**config.mk**
```make
export PLATFORM = sky130hd
export DESIGN_NAME = vn_packer
export DESIGN_NICKNAME = d
export VERILOG_FILES = /design/src/rtl/vn_packer.sv
export SDC_FILE = /design/constraint.sdc
export NUM_CORES = 1
export LEC_CHECK = 0
export CORE_UTILIZATION = 35
export DETAILED_ROUTE_END_ITERATION = 7
export PLACE_DENSITY_LB_ADDON = 0.12
export SLEW_MARGIN = 20
export SYNTH_ARGS = -nofsm -noshare
export SYNTH_HDL_FRONTEND = slang
export SYNTH_SLANG_ARGS = --single-unit
```
**constraint.sdc**
```tcl
create_clock -name clk -period 4 [get_ports clk]
set_clock_uncertainty 0.05 [all_clocks]
set_input_delay 0.8 -clock clk [delete_from_list [all_inputs] [get_ports clk]]
set_output_delay 0.8 -clock clk [all_outputs]
set_load 0.1 [all_outputs]
```
**src/rtl/vn_packer.sv**
```systemverilog
// Von Neumann debiaser: folds each accepted sum word to one parity bit, whitens
// bit pairs, packs the surviving bits MSB-first into bytes and queues them in a FWFT FIFO.
module vn_packer #(
  parameter int unsigned FIFO_DEPTH = 4
) (
  input  logic                          clk,
  input  logic                          rst,
  input  logic                          en,
  input  logic [31:0]                   sum_in,
  input  logic                          sum_valid,
  output logic [7:0]                    byte_out,
  output logic                          byte_valid,
  input  logic                          byte_ready,
  output logic [$clog2(FIFO_DEPTH):0]   fifo_level,
  output logic                          overflow
);

  localparam int unsigned AW = $clog2(FIFO_DEPTH);
  localparam int unsigned LW = AW + 1;

  typedef enum logic {
    S_EMPTY = 1'b0,
    S_HALF  = 1'b1
  } state_t;

  state_t          r_state;
  state_t          w_state_nxt;
  logic            r_first;
  logic [7:0]      r_shreg;
  logic [2:0]      r_cnt;
  logic [7:0]      r_mem [FIFO_DEPTH];
  logic [AW-1:0]   r_wptr;
  logic [AW-1:0]   r_rptr;
  logic [LW-1:0]   r_level;
  logic            r_overflow;

  logic            w_accept;
  logic            w_f;
  logic            w_emit;
  logic            w_bit;
  logic            w_byte_done;
  logic [7:0]      w_byte;
  logic            w_pop;
  logic            w_push_ok;

  assign w_accept    = en & sum_valid;
  assign w_f         = ^sum_in;
  assign w_byte_done = w_emit && (r_cnt == 3'd7);
  assign w_byte      = {r_shreg[6:0], w_bit};
  assign w_pop       = (r_level != '0) && byte_ready;
  // A full FIFO can still take the new byte when the head leaves in the same edge.
  assign w_push_ok   = w_byte_done && ((r_level < LW'(FIFO_DEPTH)) || w_pop);

  always_comb begin
    w_state_nxt = r_state;
    w_emit      = 1'b0;
    w_bit       = r_first;
    if (w_accept) begin
      case (r_state)
        S_EMPTY: w_state_nxt = S_HALF;
        S_HALF: begin
          w_state_nxt = S_EMPTY;
          w_emit      = (r_first != w_f);
        end
        default: w_state_nxt = S_EMPTY;
      endcase
    end
  end

  always_ff @(posedge clk) begin
    if (rst) begin
      r_state <= S_EMPTY;
      r_first <= 1'b0;
      r_shreg <= '0;
      r_cnt   <= '0;
    end else begin
      r_state <= w_state_nxt;
      if (w_accept && (r_state == S_EMPTY)) begin
        r_first <= w_f;
      end
      if (w_emit) begin
        r_shreg <= w_byte;
        r_cnt   <= r_cnt + 3'd1;
      end
    end
  end

  always_ff @(posedge clk) begin
    if (rst) begin
      r_wptr     <= '0;
      r_rptr     <= '0;
      r_level    <= '0;
      r_overflow <= 1'b0;
    end else begin
      if (w_push_ok) begin
        r_wptr <= r_wptr + AW'(1);
      end
      if (w_pop) begin
        r_rptr <= r_rptr + AW'(1);
      end
      if (w_push_ok && !w_pop) begin
        r_level <= r_level + LW'(1);
      end else if (w_pop && !w_push_ok) begin
        r_level <= r_level - LW'(1);
      end
      if (w_byte_done && !w_push_ok) begin
        r_overflow <= 1'b1;
      end
    end
  end

  always_ff @(posedge clk) begin
    if (!rst && w_push_ok) begin
      r_mem[r_wptr] <= w_byte;
    end
  end

  assign byte_out   = r_mem[r_rptr];
  assign byte_valid = (r_level != '0);
  assign fifo_level = r_level;
  assign overflow   = r_overflow;

endmodule

```
==> out/metrics.cfg <==
[run_status]
status=completed

[pwr]
p_per_area_mw_per_mm2=372
leakagePower_nw=1.09
swShare=0.256
p_int_w=0.000867
p_sw_w=0.000298
power_frac_seq=0.509
peakVddDrop_uv=143
pwr-share-comb=0.220
pwr-share-clk=0.271

[critical_path]
cp_slowest_cell=clkdlybuf4s50_1
cp_cell_sequence=clkdlybuf4s50_1 > xor2_1 > xnor2_1 > xnor2_1 > xnor2_1 > xnor3_2 > nor3b_4 > ha_1 > inv_1 > fa_1 > xor2_1 > or3_1 > a21oi_1
path_class=primary input to register
max_stage_delay_ns=0.47
rr_worst_depth=8
r2r-end=fifo_level[2]
arrival_ns=3.81
crit_family=XOR/XNOR gates
start_kind=primary input
worstSetupEndpointType=register
timing.critical_path.buf_inv=2
crit_path_frequent_cell=xnor2_1
rrSetupSlack_ns=1.49
path_max_fanout=2
reg2reg_from=r_first
crit_required_ns=4.19

[cells_and_area]
drive_above_1_share=0.158
nNetsFinal=278
fin_area_sq_mm=0.00313
n_antenna_cell=0
final_common_cell=clkdlybuf4s50_1
layout_common_cells=42 x clkdlybuf4s50_1, 32 x edfxtp_1, 27 x xnor2_1
regArea_sq_mm=0.00140
n_fill_cell=625
multi_input_area_sq_mm=0.00101
syn_to_final_growth_pct=28.4
finish.utilization=0.463

[die]
die_area_sq_mm=0.00730
initial_core_util=0.361
io_pins=50
die_y_microns=85.5
core_sq_mm=0.00676
num_rows=30
fp.dieW_microns=85.5

[placement]
place_ws_ns=0.0281
gp_congestion=0.741
placedInstanceArea_sq_mm=0.00303
hpwlAfterDp_mm=3.03
numPortBuffers=49

[logic_synthesis]
ys_warn_count=0
synth_async_sr_flop_share=0
synth_seq_cells=54
synth-edff-count=32
yosysUniqueCellTypes=31
ys_seq_area_frac=0.575
syn_inst=176
ys.flop_type=edfxtp_1
syn_avg_cell_area_sq_um=13.8
synthesis.area_sq_mm=0.00244
syn_nets=221

[sta]
final.min_clock_period_ns=3.61
fin_crit_sh=0.903
worst_pin_slew_ns=0.986
setup_viol=0
slew_headroom=0.341
final.setup.worst_slack_ns=0.387
drv_slew=0
rsz0062_at_grt=false
hold_viol_final=0
fin_tns_setup_ns=0
fmax_mhz=277

[clock_tree]
numCtsBuffers=5
cts_hold_buf=0
clock-sinks=54
insertion_delay_ns=0.31
clockBufferDepth=2
post_cts_buffers=0
htree_levels=2
path_clk_slew_ns=0.10
cts_tree=built
cts_resized=0
cts-root-buf=clkbuf_8

[detailed_routing]
postRouteAntennaNets=0
wire_per_inst_microns=12.8
via_per_inst=4.61
drtPass1Iterations=4
post-route-drc-count=0
vias=1448
drtIter0Drc=54
totalWireLength_mm=4.02

[worst_hold_path]
whs_path_depth=2
min-delay-start=r_cnt[1]
min_to=r_cnt[1]
worstHoldPathType=register to register

[global_routing]
grt_pass1_wl_mm=6.60
grt_pass1_vias=1383
grt_max_degree=20
grt_antenna_before_repair=0
grt_use_total=0.120
grt_overflow_total=0

[job]
cap_violations=0

per-stage QoR:
| step | cells | hold slack [ns] | power, W |
|---|---|---|---|
| 6_report | 314 | 0.418 | 0.00117 |
| 5_1_grt | 314 | 0.435 | 0.00123 |
| 4_1_cts | 314 | 0.420 | 0.00118 |
| 3_5_place_dp | 306 | 0.404 | 0.000866 |
| 3_3_place_gp | 306 | 0.397 | 0.000865 |
| 2_1_floorplan | 176 | 0.388 | 0.000771 |
cells by family after synthesis:
logic type | after synthesis | share of synthesized area
mux | 20 | 0.126
xor+xnor | 37 | 0.139
buf+inv | 8 | 0.0123
compound gates | 6 | 0.0149
flops | 54 | 0.575
fa+ha+maj | 8 | 0.0441
simple gates | 43 | 0.0888
registers in the layout, summed over array words and instances, names as in the netlist, 2 cells and up, named ones only:
| register | cells |
|---|---|
| r_mem | 32 |
| r_wptr | 2 |
| r_rptr | 2 |
| fifo_level | 3 |
| r_shreg | 7 |
| r_cnt | 3 |
worst reg2reg max path, stage by stage, from the launching register on:
cell,delay (ns)
dfxtp_1,0.47
xnor3_2,0.50
nor3b_4,0.20
ha_1,0.20
inv_1,0.06
fa_1,0.37
xor2_1,0.15
or3_1,0.30
a21oi_1,0.14
power by group through the flow:
stage	clock network, W	registers, W	logic (W)
floorplan	0	0.000605	0.000166
global placement	0	0.000606	0.000259
detailed placement	0	0.000606	0.000260
CTS	0.000329	0.000594	0.000261
global route	0.000351	0.000595	0.000279
finish	0.000316	0.000594	0.000256
layout make-up:
cell class,count,share of cell area
Timing Repair Buffer,54,0.163
Clock inverter,3,0.00919
Tap cell,80,0.0320
Clock buffer,5,0.0220
Inverter,4,0.00480
Multi-Input combinational cell,114,0.321
Sequential cell,54,0.448
how the worst max path moves through the flow:
stage,end,cells after the start,startpoint,slack (ns)
after global placement,fifo_level[2],13,sum_in[14],0.09
after detailed placement,fifo_level[2],13,sum_in[14],0.03
after global routing,fifo_level[2],13,sum_in[14],0.16
after CTS,fifo_level[2],13,sum_in[14],0.36
after floorplan,fifo_level[2],12,sum_in[11],0.44
final,fifo_level[2],13,sum_in[14],0.39
metal layers:
layer	wire length (microns)	global-route usage
met1	1860	0.147
met4	41	0.0455
met5	0	0
met3	186	0.0350
met2	1940	0.201
synth_stat cells, drive strengths merged, types with 2 or more instances:
cell type,n,area share
nand3,3,0.0062
or3,2,0.0051
xor2,9,0.032
xnor2,27,0.097
nand2,17,0.026
ha,7,0.036
and3,5,0.015
mux2,2,0.011
inv,3,0.0046
mux2i,10,0.041
nor2,12,0.022
o21ai,2,0.0041
edfxtp,32,0.39
dfxtp,22,0.18
mux4,8,0.074
clkbuf,3,0.0046
No activity file was read; power rests on OpenSTA's default activity.
